**src/rtl/ram_multiport.sv**
```systemverilog
// ram_multiport: parametrised multi-port synchronous RAM with byte-lane
// writes, lowest-port-wins write arbitration with loss reporting, a
// configurable read pipeline and a sequenced clear of the whole array.

// Per-port read pipeline: READ_LATENCY register stages carrying a valid flag
// and the captured word; empty stages hold zero so out_data is 0 when idle.
module ram_multiport_rdpipe #(
  parameter int LAT = 1,
  parameter int W   = 16
) (
  input  logic         in_clk,
  input  logic         in_rst,
  input  logic         in_flush,
  input  logic         in_req,
  input  logic [W-1:0] in_data,
  output logic [W-1:0] out_data,
  output logic         out_valid
);
  logic [LAT:1]        vld_pipe;
  logic [LAT:1][W-1:0] dat_pipe;

  // Shift request/data down the pipe; a flush drops everything in flight.
  always_ff @(posedge in_clk or posedge in_rst) begin
    if (in_rst) begin
      vld_pipe <= '0;
      dat_pipe <= '0;
    end else if (in_flush) begin
      vld_pipe <= '0;
      dat_pipe <= '0;
    end else begin
      vld_pipe[1] <= in_req;
      dat_pipe[1] <= in_req ? in_data : '0;
      for (int i = 2; i <= LAT; i++) begin
        vld_pipe[i] <= vld_pipe[i-1];
        dat_pipe[i] <= dat_pipe[i-1];
      end
    end
  end

  assign out_valid = vld_pipe[LAT];
  assign out_data  = dat_pipe[LAT];
endmodule

module ram_multiport #(
  parameter int NUM_PORTS    = 2,
  parameter int ADDR_BITS    = 3,
  parameter int WORD_BITS    = 16,
  parameter int BYTE_BITS    = 8,
  parameter int NUM_WORDS    = 2**ADDR_BITS,
  parameter int READ_LATENCY = 1,
  parameter int RDW_MODE     = 0,
  parameter logic [WORD_BITS-1:0] CLEAR_VALUE = '0
) (
  input  logic                                          in_clk,
  input  logic                                          in_rst,
  input  logic                                          in_clear,
  output logic                                          out_busy,
  input  logic [NUM_PORTS-1:0]                          in_read_ena,
  input  logic [NUM_PORTS-1:0]                          in_write_ena,
  input  logic [NUM_PORTS-1:0][WORD_BITS/BYTE_BITS-1:0] in_byte_ena,
  input  logic [NUM_PORTS-1:0][ADDR_BITS-1:0]           in_addr,
  input  logic [NUM_PORTS-1:0][WORD_BITS-1:0]           in_data,
  output logic [NUM_PORTS-1:0][WORD_BITS-1:0]           out_data,
  output logic [NUM_PORTS-1:0]                          out_valid,
  output logic [NUM_PORTS-1:0]                          out_collision
);
  localparam int NUM_LANES = WORD_BITS / BYTE_BITS;
  localparam int AB1       = ADDR_BITS + 1;
  localparam logic [ADDR_BITS:0]   WORDS_W   = AB1'(NUM_WORDS);
  localparam logic [ADDR_BITS-1:0] LAST_WORD = ADDR_BITS'(NUM_WORDS - 1);

  typedef enum logic {S_IDLE, S_CLEAR} state_t;

  state_t                               state_q;
  logic [ADDR_BITS-1:0]                 cnt_q;
  logic                                 busy_q;
  logic                                 busy_d;
  logic                                 idle;
  logic [WORD_BITS-1:0]                 mem [NUM_WORDS];
  logic [NUM_PORTS-1:0]                 in_range;
  logic [NUM_PORTS-1:0]                 wr_en;
  logic [NUM_PORTS-1:0]                 rd_en;
  logic [NUM_PORTS-1:0]                 lost_d;
  logic [NUM_PORTS-1:0]                 coll_q;
  logic [NUM_PORTS-1:0][WORD_BITS-1:0]  rd_word;

  assign idle     = (state_q == S_IDLE);
  assign out_busy = busy_q;

  // Busy level after the coming edge; also used to flush read results and
  // collision flags so nothing valid is ever shown while clearing.
  always_comb begin
    busy_d = 1'b0;
    if (state_q == S_CLEAR) busy_d = (cnt_q != LAST_WORD);
    else                    busy_d = in_clear;
  end

  // Clear sequencer: reset lands in CLEAR, one word per edge, back to IDLE
  // on the edge that writes the last word.
  always_ff @(posedge in_clk or posedge in_rst) begin
    if (in_rst) begin
      state_q <= S_CLEAR;
      cnt_q   <= '0;
      busy_q  <= 1'b1;
    end else begin
      case (state_q)
        S_CLEAR: begin
          if (cnt_q == LAST_WORD) begin
            state_q <= S_IDLE;
            busy_q  <= 1'b0;
            cnt_q   <= '0;
          end else begin
            cnt_q <= cnt_q + 1'b1;
          end
        end
        default: begin
          if (in_clear) begin
            state_q <= S_CLEAR;
            busy_q  <= 1'b1;
            cnt_q   <= '0;
          end
        end
      endcase
    end
  end

  // Qualify port requests: nothing is accepted while clearing, and writes
  // past NUM_WORDS are dropped before they can take part in arbitration.
  always_comb begin
    in_range = '0;
    wr_en    = '0;
    rd_en    = '0;
    for (int p = 0; p < NUM_PORTS; p++) begin
      in_range[p] = ({1'b0, in_addr[p]} < WORDS_W);
      wr_en[p]    = idle & in_write_ena[p] & in_range[p];
      rd_en[p]    = idle & in_read_ena[p];
    end
  end

  // A port loses if any lower-numbered port writes an overlapping lane of
  // the same word in the same cycle.
  always_comb begin
    lost_d = '0;
    for (int p = 1; p < NUM_PORTS; p++)
      for (int q = 0; q < p; q++)
        for (int b = 0; b < NUM_LANES; b++)
          if (wr_en[p] && wr_en[q] && (in_addr[p] == in_addr[q]) &&
              in_byte_ena[p][b] && in_byte_ena[q][b])
            lost_d[p] = 1'b1;
  end

  // Array update: clear word while busy, else byte-lane writes applied from
  // the highest port down so the lowest port's lane is the one that sticks.
  always_ff @(posedge in_clk) begin
    if (state_q == S_CLEAR) begin
      mem[cnt_q] <= CLEAR_VALUE;
    end else begin
      for (int p = NUM_PORTS - 1; p >= 0; p--)
        if (wr_en[p])
          for (int b = 0; b < NUM_LANES; b++)
            if (in_byte_ena[p][b])
              mem[in_addr[p]][b*BYTE_BITS +: BYTE_BITS] <= in_data[p][b*BYTE_BITS +: BYTE_BITS];
    end
  end

  // Read word per port: old contents, or in write-first mode the contents
  // merged with this cycle's arbitrated writes; out of range reads give 0.
  always_comb begin
    rd_word = '0;
    for (int p = 0; p < NUM_PORTS; p++) begin
      if (in_range[p]) begin
        rd_word[p] = mem[in_addr[p]];
        if (RDW_MODE != 0) begin
          for (int q = NUM_PORTS - 1; q >= 0; q--)
            if (wr_en[q] && (in_addr[q] == in_addr[p]))
              for (int b = 0; b < NUM_LANES; b++)
                if (in_byte_ena[q][b])
                  rd_word[p][b*BYTE_BITS +: BYTE_BITS] = in_data[q][b*BYTE_BITS +: BYTE_BITS];
        end
      end
    end
  end

  // Collision flags are a single-cycle pulse after the losing write.
  always_ff @(posedge in_clk or posedge in_rst) begin
    if (in_rst) coll_q <= '0;
    else        coll_q <= busy_d ? '0 : lost_d;
  end

  assign out_collision = coll_q;

  for (genvar p = 0; p < NUM_PORTS; p++) begin : g_port
    ram_multiport_rdpipe #(
      .LAT (READ_LATENCY),
      .W   (WORD_BITS)
    ) u_rdpipe (
      .in_clk    (in_clk),
      .in_rst    (in_rst),
      .in_flush  (busy_d),
      .in_req    (rd_en[p]),
      .in_data   (rd_word[p]),
      .out_data  (out_data[p]),
      .out_valid (out_valid[p])
    );
  end
endmodule

```
**config.mk**
```make
export PLATFORM = sky130hd
export DESIGN_NAME = ram_multiport
export DESIGN_NICKNAME = d
export VERILOG_FILES = /design/src/rtl/ram_multiport.sv
export SDC_FILE = /design/constraint.sdc
export NUM_CORES = 1
export LEC_CHECK = 0
export ABC_AREA = 1
export CAP_MARGIN = 15
export CORE_ASPECT_RATIO = 2
export CORE_MARGIN = 2
export CORE_UTILIZATION = 35
export CTS_BUF_LIST = sky130_fd_sc_hd__clkbuf_16
export CTS_CLUSTER_SIZE = 12
export DETAILED_ROUTE_END_ITERATION = 6
export GPL_TIMING_DRIVEN = 0
export PLACE_DENSITY = 0.62
export SLEW_MARGIN = 20
export SYNTH_ARGS = -nofsm -noshare
export SYNTH_HDL_FRONTEND = slang
export SYNTH_SLANG_ARGS = --single-unit
```
**constraint.sdc**
```tcl
create_clock -name in_clk -period 2.7 [get_ports in_clk]
set_clock_uncertainty 0.15 [all_clocks]
set_input_delay 0.675 -clock in_clk [delete_from_list [all_inputs] [get_ports in_clk]]
set_output_delay 0.675 -clock in_clk [all_outputs]
set_load 0.01 [all_outputs]
```
==> impl_results.md, run 1 <==
- Reg2Reg Capture Point: mem[0][12]
- CTS tree: done
- Slowest cell delay on critical path: 520 ps
- Antenna violations before repair: 1
- Per-cell routed wire length: 22.4 um
- Max-Slew Margin vs Limit: 0.466
- Final setup TNS: 0 ps
- DR pass1 iterations: 5
- Register-to-Register Path Depth: 8
- First-pass GRT wire length: 54,500 um
- Pwr Density: 794 nW/um^2
- Worst Tran Pin Value: 802 ps
- Synth unique cells: 33
- Leakage: 4.59 nW
- MaxCap Viol Count: 0
- CP Cell Sequence: clkdlybuf4s50_1 > inv_1 > nand3_1 > nor2_4 > buf_6 > inv_1 > nand2_1
- Final number of max-transition violations: 0
- Final setup fails: 0
- Crit-path max FO: 10
- Start of the worst register-to-register path: state_q
- Critical path class: in -> reg
- Total Power: 9.13 mW
- Worst VDD drop: 0.410 mV
- Largest net degree at the start of global routing: 29
- Layout cells sized above 1: 0.114
- Vias in the first global route: 8,733
- Critical path startpoint category: input pin
- DRC Markers: 0
- Global placer's final weighted congestion: 0.945
- Routed wire length: 37,300 um
- Vias: 8,929
- Clk buf depth: 2
- Hold Buf Count CTS: 0
- Die Wd: 122 um
- CTS root buf: clkbuf_16
- Clock Latency Late Sink: 460 ps
- Hold slack: 332 ps
- Die H: 240 um
- Unrepaired setup endpoints after global routing: no
- Syn Std Cell Area: 9760 um^2
- GRT Residual Overflow: 0
- Hold WC Path Type: in -> async
- PortBufs: 64
- All-Layer GR Usage: 0.262
- DRT iter0 DRCs: 782
- H-tree levels: 4
- Mapped Cells: 1,213
- Run status: finished, final reports clean
- CP most frequent cell: inv_1
- Register area share after synthesis: 0.497
- Yosys warning total: 0
- Detail Route Antenna Nets: 0
- Syn avg cell area: 8.04 um^2
- Initial Utilization: 0.356
- Slowest CP cell: clkdlybuf4s50_1
- Nature of the critical path endpoint: flop
- Final hold viol count: 0
- DP Cell Count: 1,630
- Net Count, Synth: 1,264
- Setup Buffers After CTS: 0
- Arr. time, crit path: 2600 ps
- Final Net Count: 1,348
- R2R setup slack: 240 ps
- Fill cell count: 2,771
- HPWL after DPL: 28,600 um
- Achievable Freq: 377 MHz
- Final worst-path cycle share: 0.982
- CTS Buf Count: 17
- CP required: 2650 ps
- Row count: 86
- Io pins: 86
- Area grow syn2layout: 17.8%
- Post-layout min period: 2650 ps
- Finished Layout Cells: 1,663
- Core area: 27,400 um^2
- Clock transition at path regs: 60 ps
- Seq cells post-synth: 168
- Clock Sinks: 168
- Vias per cell: 5.37
- Die Area: 29,300 um^2
how the worst max path moves through the flow:
stage               startpoint    endpoint  slack, ps  cells after the start
2_1_floorplan       in_addr[1]   mem[0][0]        460                      8
3_3_place_gp        in_addr[2]  mem[2][10]       -460                      8
3_5_place_dp        in_addr[2]  mem[2][10]       -520                      8
4_1_cts             in_addr[0]  mem[7][14]         20                      7
5_1_grt        in_write_ena[1]  mem[0][12]        0.9                      8
6_report            in_addr[0]  mem[0][12]         50                      7
Yosys cell counts (all sizes together):
library cell    n  area share
nand2         392        0.15
o21ai         244        0.13
edfxtp        128        0.39
a21oi          96       0.049
inv            92       0.035
buf            77       0.052
nor2           67       0.037
dfrtp          38       0.097
nand3          32       0.021
nand4          20       0.014
clkbuf         15      0.0058
o211ai          3      0.0023
dfstp           2      0.0054
ha              2      0.0026
a22o            1     0.00090
conb            1     0.00038
nor3            1      0.0017
or2             1     0.00064
xnor2           1     0.00090
power by group:
group	switching (mW)	leakage (nW)	total (mW)	internal, mW
sequential	0.328	1.76	3.99	3.66
clock	1.10	0.292	2.55	1.46
combinational	1.88	2.53	2.59	0.704
total	3.31	4.59	9.13	5.82
layout make-up:
| class | instances | area, um^2 | share of cell area |
|---|---|---|---|
| Antenna cell | 1 | 2.50 | 0.000218 |
| Buffer | 92 | 559 | 0.0487 |
| Clock buffer | 17 | 425 | 0.0370 |
| Clock inverter | 15 | 173 | 0.0150 |
| Inverter | 92 | 345 | 0.0300 |
| Multi-Input combinational cell | 861 | 4040 | 0.352 |
| Sequential cell | 168 | 4850 | 0.422 |
| Tap cell | 352 | 440 | 0.0383 |
| Timing Repair Buffer | 65 | 661 | 0.0575 |
metal layers:
| metal | part of all wire | GRT usage |
|---|---|---|
| met3 | 0.059 | 0.0417 |
| met5 | 0 | 0 |
| met4 | 0.075 | 0.177 |
| met1 | 0.35 | 0.279 |
| met2 | 0.52 | 0.465 |
registers in the layout, summed over array words and instances (netlist names):
name and count:
cnt_q 3, g_port.u_rdpipe.out_data 32, g_port.u_rdpipe.out_valid 2, mem 128
out_busy 1, out_collision 1, state_q 1
logic make-up (layout without fill, tap and decap cells):
kind of cell               count (synthesis)  after routing  synth area share
AOI/OAI and AO/OA                        344            344             0.180
xor gates and xnor gates                   1              1          0.000898
adders and majority gates                  2              2           0.00256
buffers and inverters                    184            281            0.0927
DFF                                      168            168             0.497
other                                      1              2          0.000384
and+or+nand+nor                          513            513             0.227
worst max-delay path, delay by kind of cell:
family	cells	cell delay (ps)
AND/OR/NAND/NOR	3	910
buffers and inverters	4	1000
per-stage QoR:
| step | utilization | cell area (um^2) | setup WS [ps] |
|---|---|---|---|
| after floorplan | - | 9760 | 456 |
| after global placement | 0.395 | 10800 | -462 |
| after detailed placement | 0.396 | 10900 | -523 |
| after CTS | 0.418 | 11500 | 15.4 |
| after global routing | 0.419 | 11500 | 0.856 |
| final | 0.419 | 11500 | 49.0 |
placed cells by master, fill, tap and decap left out, types with 18 or more instances in the layout:
cell type	Yosys	layout
clkdlybuf4s50_1	0	64
edfxtp_1	128	128
o21ai_1	27	27
nor2_1	52	52
nand2_1	387	374
buf_2	45	45
o21ai_0	215	215
dfrtp_1	38	38
a21oi_1	96	96
inv_1	89	88
nand4_1	18	18
nand3_1	28	27
what timing repair did:
action                     in CTS  in global routing
setup endpoints to repair      24                 95
resized for setup               2                 12
pin swaps                       0                  0
Power figures use the tool's default switching activity.
==> run 2, diff against run 1 <==
--- a/config.mk
+++ b/config.mk
@@ -18,4 +18,5 @@
 export SLEW_MARGIN = 20
 export SYNTH_ARGS = -nofsm -noshare
 export SYNTH_HDL_FRONTEND = slang
+export SYNTH_HIERARCHICAL = 1
 export SYNTH_SLANG_ARGS = --single-unit
==> impl_results.md, run 2 <==
- Global placer's final weighted congestion: 1.01
- Clk buf depth: 2
- Finished Layout Cells: 1,592
- Synth unique cells: 39
- Hold Buf Count CTS: 0
- Hold WC Path Type: in -> async
- Pwr Density: 803 nW/um^2
- Final setup TNS: 0 ps
- First-pass GRT wire length: 51,100 um
- DRT iter0 DRCs: 711
- Critical path startpoint category: input pin
- Row count: 85
- Die H: 237 um
- Max reg flops: 128
- Unrepaired setup endpoints after global routing: no
- Fill cell count: 2,735
- DR pass1 iterations: 7
- Layout cells sized above 1: 0.114
- Largest area contributor in the netlist: edfxtp_1
- Vias: 8,502
- All-Layer GR Usage: 0.246
- GRT Residual Overflow: 0
- Start of the worst register-to-register path: state_q
- Leakage: 4.41 nW
- DP Cell Count: 1,561
- Achievable Freq: 384 MHz
- Top cells by count, synth: 220 x nand2_1, 183 x o21ai_0, 142 x inv_1
- Register-to-Register Path Depth: 8
- Area post-placement: 10,600 um^2
- Crit-path max FO: 10
- Top cell type's share of synthesized area: 0.403
- Count leader, synth: nand2_1
- Failing checks: design-rule violations
- Reg2Reg Capture Point: mem[2][15]
- Post-layout min period: 2600 ps
- CTS tree: done
- Multi-input logic area: 3670 um^2
- Initial Utilization: 0.355
- Clock Latency Late Sink: 460 ps
- Combinational fraction of design power: 0.296
- Seq cells post-synth: 168
- Sequential Power Share: 0.441
- Mapped Cells: 1,150
- Async SR Flop Fraction: 0.238
- Clock network fraction of total power: 0.263
- Most frequent cells in the layout: 204 x nand2_1, 183 x o21ai_0, 144 x inv_1
- Post-route cell area: 11,200 um^2
- H-tree levels: 4
- Register area share after synthesis: 0.509
- Top cells by area, synth: edfxtp_1 40%, dfrtp_1 10%, o21ai_0 9.6%
- Io pins: 86
- Diodes inserted: 0
- Setup Buffers After CTS: 0
- Run status: finished with violations
- Vias per cell: 5.34
- Critical path class: in -> reg
- Yosys warning total: 6
- Antenna violations before repair: 0
- Routed wire length: 34,600 um
- Post-synth EDFFs: 128
- Int Power: 5.65 mW
- Die Wd: 121 um
- Nature of the critical path endpoint: flop
- Max-Slew Margin vs Limit: 0.481
- Final hold viol count: 0
- Final worst-path cycle share: 0.964
- CTS root buf: clkbuf_16
- Vias in the first global route: 8,269
- Sw power: 3.33 mW
- Final setup fails: 0
- Syn avg cell area: 8.28 um^2
- Detail Route Antenna Nets: 0
- MaxCap Viol Count: 0
- DRC Markers: 2
- Primary FF master, synth: edfxtp_1
- Arr. time, crit path: 2590 ps
- Largest net degree at the start of global routing: 18
- Syn Std Cell Area: 9530 um^2
- Net Count, Synth: 1,201
- Largest Register: mem
- Clock transition at path regs: 70 ps
- Worst Tran Pin Value: 779 ps
- CTS Buf Count: 17
- Die Area: 28,600 um^2
- R2R setup slack: 210 ps
- Clock Sinks: 168
- Commonest non-fill, non-tap cell in the layout: nand2_1
- Storage cell area: 4850 um^2
- Total Power: 8.98 mW
- Area grow syn2layout: 17.4%
- PortBufs: 63
- HPWL after DPL: 27,300 um
- Hold slack: 346 ps
- Sw Ratio: 0.370
- Final number of max-transition violations: 0
- CP required: 2690 ps
- Final Net Count: 1,283
- Core area: 26,800 um^2
- Per-cell routed wire length: 21.8 um
- Worst VDD drop: 0.508 mV
run 2: worst max-delay path: stages:
cell and delay [ps]:
clkdlybuf4s50_1 610, nand3_4 240, nor2_2 430, buf_2 320
inv_1 80, nand2_2 210
run 2: repair_timing:
action / in CTS / in global routing
endpoints found under the setup margin: 8 / 127
gates resized for setup: 1 / 18
endpoints found under the hold margin: 0 / 0
run 2: how the worst max path moves through the flow:
stage               startpoint    endpoint  slack, ps  cells past startpoint
2_1_floorplan       in_addr[1]   mem[0][0]        470                      7
3_3_place_gp   in_write_ena[0]  mem[7][14]       -510                      6
3_5_place_dp   in_write_ena[0]  mem[7][14]       -550                      6
4_1_cts        in_write_ena[0]  mem[3][10]          3                      6
6_report       in_write_ena[0]  mem[3][10]        100                      6
5_1_grt        in_write_ena[1]  mem[2][15]          8                      8
run 2: stage by stage:
stage	setup slack, ps	utilization
finish	98.3	0.417
CTS	3.45	0.416
global route	7.81	0.417
global placement	-510	0.395
floorplan	469	-
detailed placement	-549	0.395
run 2: power by group through the flow:
| stage | logic, mW | registers, mW | clock network (mW) |
|---|---|---|---|
| finish | 2.66 | 3.96 | 2.36 |
| global route | 2.89 | 3.99 | 2.46 |
| CTS | 2.60 | 3.94 | 2.37 |
| detailed placement | 2.59 | 4.00 | 0 |
| global placement | 2.56 | 3.98 | 0 |
| floorplan | 1.69 | 3.85 | 0 |
run 2: cells by family after synthesis:
| family | share of synthesized area |
|---|---|
| simple gates | 0.184 |
| compound gates | 0.192 |
| buf+inv | 0.111 |
| flops | 0.509 |
| xor+xnor | 0.00184 |
| fa+ha+maj | 0.00263 |
| other cells | 0.000394 |
run 2: final cells by class:
class	count	area share
plain buffers	81	0.0433
clock inverters	14	0.0113
multi-input cells	752	0.328
repair buffers	63	0.0564
well taps	348	0.0389
clock buffers	17	0.0380
inverters	149	0.0511
flip-flops and latches	168	0.433
run 2: layer usage:
layer / global-route usage / up-vias / wire length [um]
li1: - / 4018 / -
met1: 0.255 / 3948 / 11900
met2: 0.446 / 404 / 18300
met3: 0.0374 / 132 / 1850
met4: 0.169 / 0 / 2550
met5: 0 / - / 0
